==> config.mk <==
export PLATFORM = sky130hd
export DESIGN_NAME = pipelined_cla_adder
export DESIGN_NICKNAME = d
export VERILOG_FILES = /design/src/rtl/pipelined_cla_adder.sv
export SDC_FILE = /design/constraint.sdc
export NUM_CORES = 1
export LEC_CHECK = 0
export BUFFER_PORTS_ARGS = -buffer_cell sky130_fd_sc_hd__buf_2
export CORE_UTILIZATION = 25
export DETAILED_ROUTE_END_ITERATION = 8
export SETUP_SLACK_MARGIN = 0.02
export SLEW_MARGIN = 20
export SYNTH_ARGS = -nofsm -noshare
export SYNTH_HDL_FRONTEND = slang
export SYNTH_SLANG_ARGS = --single-unit
==> constraint.sdc <==
create_clock -name Clk -period 2.38 [get_ports Clk]
set_input_delay 0.476 -clock Clk [delete_from_list [all_inputs] [get_ports Clk]]
set_output_delay 0.476 -clock Clk [all_outputs]
set_load 0.01 [all_outputs]
==> src/rtl/pipelined_cla_adder.sv <==
// Three-stage pipelined carry-lookahead adder/subtractor, WIDTH a multiple of 4 (4..64).
// Carries resolve through a 4-bit group -> 4-group block -> word lookahead tree.
module pipelined_cla_adder #(
  parameter int WIDTH = 16
) (
  input  logic             Clk,
  input  logic             Rst,
  input  logic [WIDTH-1:0] A,
  input  logic [WIDTH-1:0] B,
  input  logic             C0,
  input  logic             Sub,
  input  logic             InValid,
  output logic             InReady,
  output logic [WIDTH-1:0] Sum,
  output logic             Cout,
  output logic             Overflow,
  output logic             G_star,
  output logic             P_star,
  output logic             OutValid,
  input  logic             OutReady
);

  if (WIDTH < 4 || WIDTH > 64 || (WIDTH % 4) != 0) begin : g_bad_width
    $error("pipelined_cla_adder: WIDTH must be a multiple of 4 in 4..64");
  end

  localparam int NG = WIDTH / 4;     // 4-bit groups
  localparam int NB = (NG + 3) / 4;  // blocks of four groups (1..4)

  // Handshake: a beat moves on a rising edge where valid and ready are both
  // high; a source holding valid keeps its data stable until that edge. All
  // three stages advance together whenever the output slot is empty or drained.
  logic advance;
  assign advance = !OutValid || OutReady;
  assign InReady = advance;

  // Generate of a 4-wide lookahead cell (carry-in excluded).
  function automatic logic grp_gen(input logic [3:0] g, input logic [3:0] p);
    return g[3] | (p[3] & g[2]) | (p[3] & p[2] & g[1]) | (p[3] & p[2] & p[1] & g[0]);
  endfunction

  // Carry into position n (0..3) of a 4-wide lookahead cell; n=4 is carry out.
  function automatic logic la_carry(input logic [3:0] g, input logic [3:0] p,
                                    input logic cin, input int unsigned n);
    logic c;
    case (n)
      0:       c = cin;
      1:       c = g[0] | (p[0] & cin);
      2:       c = g[1] | (p[1] & g[0]) | (p[1] & p[0] & cin);
      3:       c = g[2] | (p[2] & g[1]) | (p[2] & p[1] & g[0]) | (p[2] & p[1] & p[0] & cin);
      default: c = grp_gen(g, p) | ((&p) & cin);
    endcase
    return c;
  endfunction

  // Stage 1: effective operands and bit generate/propagate
  logic [WIDTH-1:0] b_eff;
  logic [WIDTH-1:0] s1_g;
  logic [WIDTH-1:0] s1_p;
  logic             s1_cin;
  logic             s1_valid;

  assign b_eff = Sub ? ~B : B;

  // Stage 2 lookahead tree; unused group/block slots are padded as pass-through
  logic [4*NB-1:0] grp_g;
  logic [4*NB-1:0] grp_p;
  logic [3:0]      blk_g;
  logic [3:0]      blk_p;
  logic [NB-1:0]   blk_cin;
  logic [NG-1:0]   grp_cin;
  logic [WIDTH-1:0] carry;
  logic            word_g;
  logic            word_p;
  logic            word_cout;

  for (genvar j = 0; j < 4 * NB; j++) begin : g_grp
    if (j < NG) begin : g_real
      assign grp_g[j] = grp_gen(s1_g[4*j +: 4], s1_p[4*j +: 4]);
      assign grp_p[j] = &s1_p[4*j +: 4];
    end else begin : g_pad
      assign grp_g[j] = 1'b0;
      assign grp_p[j] = 1'b1;
    end
  end

  for (genvar k = 0; k < 4; k++) begin : g_blk
    if (k < NB) begin : g_real
      assign blk_g[k] = grp_gen(grp_g[4*k +: 4], grp_p[4*k +: 4]);
      assign blk_p[k] = &grp_p[4*k +: 4];
    end else begin : g_pad
      assign blk_g[k] = 1'b0;
      assign blk_p[k] = 1'b1;
    end
  end

  assign word_g    = grp_gen(blk_g, blk_p);
  assign word_p    = &blk_p;
  assign word_cout = word_g | (word_p & s1_cin);

  for (genvar k = 0; k < NB; k++) begin : g_blk_cin
    assign blk_cin[k] = la_carry(blk_g, blk_p, s1_cin, k);
  end

  for (genvar j = 0; j < NG; j++) begin : g_grp_cin
    assign grp_cin[j] = la_carry(grp_g[4*(j/4) +: 4], grp_p[4*(j/4) +: 4],
                                 blk_cin[j/4], j % 4);
  end

  for (genvar i = 0; i < WIDTH; i++) begin : g_bit_c
    assign carry[i] = la_carry(s1_g[4*(i/4) +: 4], s1_p[4*(i/4) +: 4],
                               grp_cin[i/4], i % 4);
  end

  // Stage 2 registers
  logic [WIDTH-1:0] s2_p;
  logic [WIDTH-1:0] s2_c;
  logic             s2_cout;
  logic             s2_g_star;
  logic             s2_p_star;
  logic             s2_valid;

  // Datapath of stages 1-2 carries no reset: only the valid bits qualify it.
  always_ff @(posedge Clk) begin
    if (advance) begin
      s1_g      <= A & b_eff;
      s1_p      <= A ^ b_eff;
      s1_cin    <= Sub | C0;
      s2_p      <= s1_p;
      s2_c      <= carry;
      s2_cout   <= word_cout;
      s2_g_star <= word_g;
      s2_p_star <= word_p;
    end
  end

  always_ff @(posedge Clk) begin
    if (Rst) begin
      s1_valid <= 1'b0;
      s2_valid <= 1'b0;
      OutValid <= 1'b0;
    end else if (advance) begin
      s1_valid <= InValid;
      s2_valid <= s1_valid;
      OutValid <= s2_valid;
    end
  end

  // Stage 3: result registers only reload for a valid beat, so they hold across bubbles
  always_ff @(posedge Clk) begin
    if (Rst) begin
      Sum      <= '0;
      Cout     <= 1'b0;
      Overflow <= 1'b0;
      G_star   <= 1'b0;
      P_star   <= 1'b0;
    end else if (advance && s2_valid) begin
      Sum      <= s2_p ^ s2_c;
      Cout     <= s2_cout;
      Overflow <= s2_c[WIDTH-1] ^ s2_cout;
      G_star   <= s2_g_star;
      P_star   <= s2_p_star;
    end
  end

endmodule

Word-level counts from Yosys, hierarchy flattened

Index checks and enable logic that the tools add are counted.

Flip-flop bits (word level): 91
Input port bits: 38
Output and inout port bits: 22

Mux-type cells: 1
Bitwise gates (word level): 123
Reductions and logical operators: 8

Operators by type and width:

| kind                 | count |
|---|---|
| 1-bit bitwise AND    | 71 |
| 1-bit bitwise OR     | 47 |
| 16-bit XOR           | 2 |
| 16-bit bitwise AND   | 1 |
| 16-bit 2-to-1 mux    | 1 |
| 16-bit NOT           | 1 |
| 16-bit AND reduction | 1 |
| 4-bit AND reduction  | 4 |
| 1-bit logical AND    | 1 |
| 1-bit zero test      | 1 |
| 1-bit logical OR     | 1 |
| 1-bit XOR            | 1 |

Depth between registers and ports, before layout

Word-level depth: 10
Depth in mapped cells: 7

Least setup slack after synthesis

Ideal clock, no wire load.

Path type: input to register
Start point: in OutReady
End point: reg Sum[10]
Library setup time: 86 ps
Data arrival time: 1877 ps
Data required time: 2294 ps
Path slack: 417 ps
Stages: 7
Buffers on the path: 3
Cells stage by stage: nand2b_1 buf_4 and2_1 buf_4 buf_4 nor2_1 a211oi_1

Word-level cells in the longest chain between the ends: 2

Ends and longest elaborated chain:

| item                 | RTL line | RTL |
|---|---|---|
| start, declared      | 20       | `input logic OutReady` |
| 1-bit logical OR     | 34       | `assign advance = !OutValid \|\| OutReady;` |
| net InReady          | 13       | `output logic InReady,` |
| 1-bit logical AND    | 157      | `end else if (advance && s2_valid) begin` |
| end signal, assigned | 158      | `Sum <= s2_p ^ s2_c;` |
| end, declared        | 14       | `output logic [WIDTH-1:0] Sum,` |

The timed path passes the listed nets, and every way through them passes these cells.
A chain may end at the register's enable or synchronous reset.

Final worst setup path

Start point: reg s1_p[7]
End point: reg s2_c[14] (data pin)

Word-level cells in the longest chain between the ends: 10
Elaborated cells between the ends (all ways): 19
Classes of those cells: 18 x bitwise; 1 x reduce/logical

Ends and longest elaborated chain:

| item                                                                      | RTL line | RTL |
|---|---|---|
| start, declared                                                           | 59       | `logic [WIDTH-1:0] s1_p;` |
| start signal, assigned                                                    | 127      | `s1_p <= A ^ b_eff;` |
| 1-bit bitwise AND                                                         | -        |  |
| 1-bit bitwise OR / 1-bit bitwise AND (equally long branches) (2 in a row) | -        |  |
| 1-bit bitwise OR                                                          | -        |  |
| 1-bit bitwise AND                                                         | 50       | `3: c = g[2] \| (p[2] & g[1]) \| (p[2] & p[1] & g[0]) \| (p[2] & p[1] & p[0] & cin);` |
| 1-bit bitwise OR (2 in a row)                                             | 50       |  |
| 1-bit bitwise OR *                                                        | 50       |  |
| net carry[12]                                                             | 72       | `logic [WIDTH-1:0] carry;` |
| 1-bit bitwise AND *                                                       | 49       | `2: c = g[1] \| (p[1] & g[0]) \| (p[1] & p[0] & cin);` |
| 1-bit bitwise OR *                                                        | 49       |  |
| net carry[14]                                                             | 72       |  |
| end signal, assigned                                                      | 130      | `s2_c <= carry;` |
| end, declared                                                             | 117      | `logic [WIDTH-1:0] s2_c;` |

Mark *: on every way through the listed nets, which the timed path passes. The rest lies on a longest branch.

==> impl_results.md <==
* Status: completed
* Crit. End Element: register
* Die area at 15220 sq um
* Max frequency at 0.5634 GHz
* Post-route setup slack at 0.6052 ns
* Most common cell in the synthesized netlist: edfxtp_1
* Post-CTS Resized at 0
* Worst Tran Pin Value at 0.7015 ns
* Drt pass-1 iters at 4
* Most frequent cells after synthesis: 68 x edfxtp_1, 24 x nor2_1, 23 x dfxtp_1
* Seq cells post-synth at 91
* Place WS at 0.6066 ns
* Pleak at 1.813 nW
* Worst setup SP type: register
* Clock sink count at 91
* Detail Route met2 WL at 2951 um
* Worst Path Required at 2.47 ns
* Slowest cell on the critical path: a221o_2
* Top Layer Used: met4
* Endpoints failing hold at 0
* Fin nets at 368
* Max VDD drop at 0.4152 mV
* Clock share of power at 0.357
* Synth Warn # at 0
* Max clock buf depth at 2
* GRT Util Overall at 0.08791
* Worst-path cell chain: a21oi_1 -> o21ai_0 -> a221o_2 -> a31o_1
* First-pass GRT wire length at 9853 um
* EDFF count, synth at 68
* Setup TNS at 0 ns
* RSZ-0062 raised after global routing: false
* Clock skew at 0.008223 ns
* CTS tree: built
* Die X at 123.4 um
* Switching share of power at 0.2230
* Slowest stage delay, CP at 0.46 ns
* Vias in the first global route at 2009
* Die Ht at 123.4 um
* Port Buffers at 59
* Yosys top cell by area: edfxtp_1
* WL met3 at 320 um
* Largest delay share family, worst path: compound AO/OA/AOI/OAI gates
* Most used DFF post-synth: edfxtp_1
* Sequential area share after synthesis at 0.6796
* Setup bufs post-CTS at 0
* Final core utilization at 0.3156
* Cts bufs inserted at 9
* First DRT Iteration DRCs at 90
* Metal1 wirelength at 2908 um
* HPWL Detailed at 4630 um
* Syn nets at 304
* Placement Cell Area at 4170 sq um
* Fraction of layout instances using a drive strength above 1 at 0.2727
* Top cells by area, synth: edfxtp_1 55%, dfxtp_1 13%, ha_1 5.4%, xnor2_1 4.0%, xor2_1 3.8%
* Core region area at 14150 sq um
* GRT overflow at 0
* Post-route cell area at 4466 sq um
* Root Buffer: clkbuf_16
* Post-synth ARST share at 0
* H-tree levels at 3
* Number of rows in the core area at 43
* Power Dens Cells at 866.5 nW/um^2
* Vias at 2023
* Tmin final at 1.775 ns
* Hold Crit Class: in2reg
* Routed wire per std cell at 12.55 um
* Pins Over Slew Limit at 0
* CTS hold repair buffers at 0
* Switch Pwr at 0.8628 mW
* CP bufs+invs at 0
* Initial Util at 0.2602
* Crit share post-route at 0.7457
* Clock slew at reported path FFs at 0.06 ns
* Cell count after synthesis at 250
* P_int at 3.007 mW
* Top cell type's share of synthesized area at 0.5545
* Multi-input logic area at 1106 sq um
* DRT antenna net count at 0
* Final setup violation count at 0
* MaxCap Viol Count at 0
* CP Max Fanout at 4
* Syn-to-layout area delta at 21.27%
* Hold slack at 0.3917 ns
* DRC Markers at 0
* Sequential cell area at 2502 sq um
* Synth unique cells at 36
* GPL Wtd Cong at 0.7381
* Skew-Pair Late Insertion Delay at 0.33 ns
* Vias per std cell at 4.054
* Class of the most critical setup path: reg2reg
* Antenna violations before repair at 0
* Sequential share of power at 0.537
* ANT cells at 0
* # IOs at 60
* Routed WL at 6263 um
* Worst path arrival time at 1.86 ns
* Filler instances at 1404
* Mean Syn Cell Area at 14.73 sq um
* Pin count of the biggest net entering global routing at 59
* Mapped Area at 3682 sq um
* Combinational Power Share at 0.106
* Relative slew slack at 0.5323
==> cell usage in the layout, fill, tap and decap left out, drive strengths merged, types with 2 or more instances in the layout <==
cell | netlist | final
a31o | 2 | 2
ha | 16 | 16
nand2 | 3 | 3
a21oi | 11 | 11
clkinv | 0 | 2
nor2 | 24 | 24
nand2b | 2 | 2
mux2i | 4 | 4
a21o | 10 | 10
buf | 7 | 62
nand3 | 2 | 2
edfxtp | 68 | 68
a211oi | 18 | 18
and2 | 2 | 2
dfxtp | 23 | 23
o21ai | 5 | 5
and4 | 2 | 2
o221ai | 3 | 3
xnor2 | 17 | 17
inv | 5 | 6
clkbuf | 2 | 12
xor2 | 16 | 16
==> path summary, 6_finish.rpt <==
path,endpoint,slack (ns),from,cells past startpoint
worst min-delay path,s1_valid,0.39,InValid,3
worst min register to register,OutValid,0.47,s2_valid,2
worst max-delay path,s2_c[14],0.61,s1_p[7],4
worst max register to register,s2_c[14],0.61,s1_p[7],4
==> metrics by stage <==
step | total power, mW | cells
after floorplan | 2.371 | 250
after global placement | 2.518 | 483
after CTS | 3.912 | 499
final | 3.869 | 499
after detailed placement | 2.532 | 483
after global routing | 4.040 | 499
==> cell families after synthesis <==
kind of cell / count (synthesis) / share of synthesized area
AO/OA/AOI/OAI: 54 / 0.1064
adder cells (fa/ha/maj): 16 / 0.05437
multiplexers: 4 / 0.01087
AND/OR/NAND/NOR: 38 / 0.04826
buffers and inverters: 14 / 0.02209
flip-flops: 91 / 0.6796
XOR/XNOR: 33 / 0.07849
==> power groups by stage <==
stage | combinational [mW] | clock (mW) | sequential, mW
after global placement | 0.412 | 0 | 2.11
final | 0.409 | 1.38 | 2.08
after global routing | 0.463 | 1.48 | 2.10
after floorplan | 0.284 | 0 | 2.09
after CTS | 0.419 | 1.41 | 2.08
after detailed placement | 0.416 | 0 | 2.12
==> flip-flops by register name, summed over array words and instances (netlist names) <==
signal,count
s2_valid,1
Sum,16
P_star,1
s2_g_star,1
s2_p_star,1
G_star,1
s2_cout,1
OutValid,1
blk_cin,1
s1_valid,1
s1_g,16
s2_p,16
Overflow,1
Cout,1
s2_c,16
s1_p,16
==> per-layer routing <==
layer / GRT usage / up-vias
li1: - / 1058
met1: 0.1068 / 917
met2: 0.1404 / 41
met3: 0.03090 / 7
met4: 0.03840 / 0
met5: 0 / -
==> final cells by class <==
cell class / count / share of cell area
multi-input combinational: 145 / 0.2477
tap: 180 / 0.05043
timing repair buffer: 62 / 0.07117
sequential: 91 / 0.5604
inverter: 5 / 0.004203
clock inverter: 4 / 0.01093
clock buffer: 12 / 0.05520
==> worst reg2reg max path, stage by stage, from the launching register on <==
cell and delay, ns:
edfxtp_1 0.43, a21oi_1 0.17, o21ai_0 0.24, a221o_2 0.46, a31o_1 0.22
No activity file was read; power rests on OpenSTA's default activity.
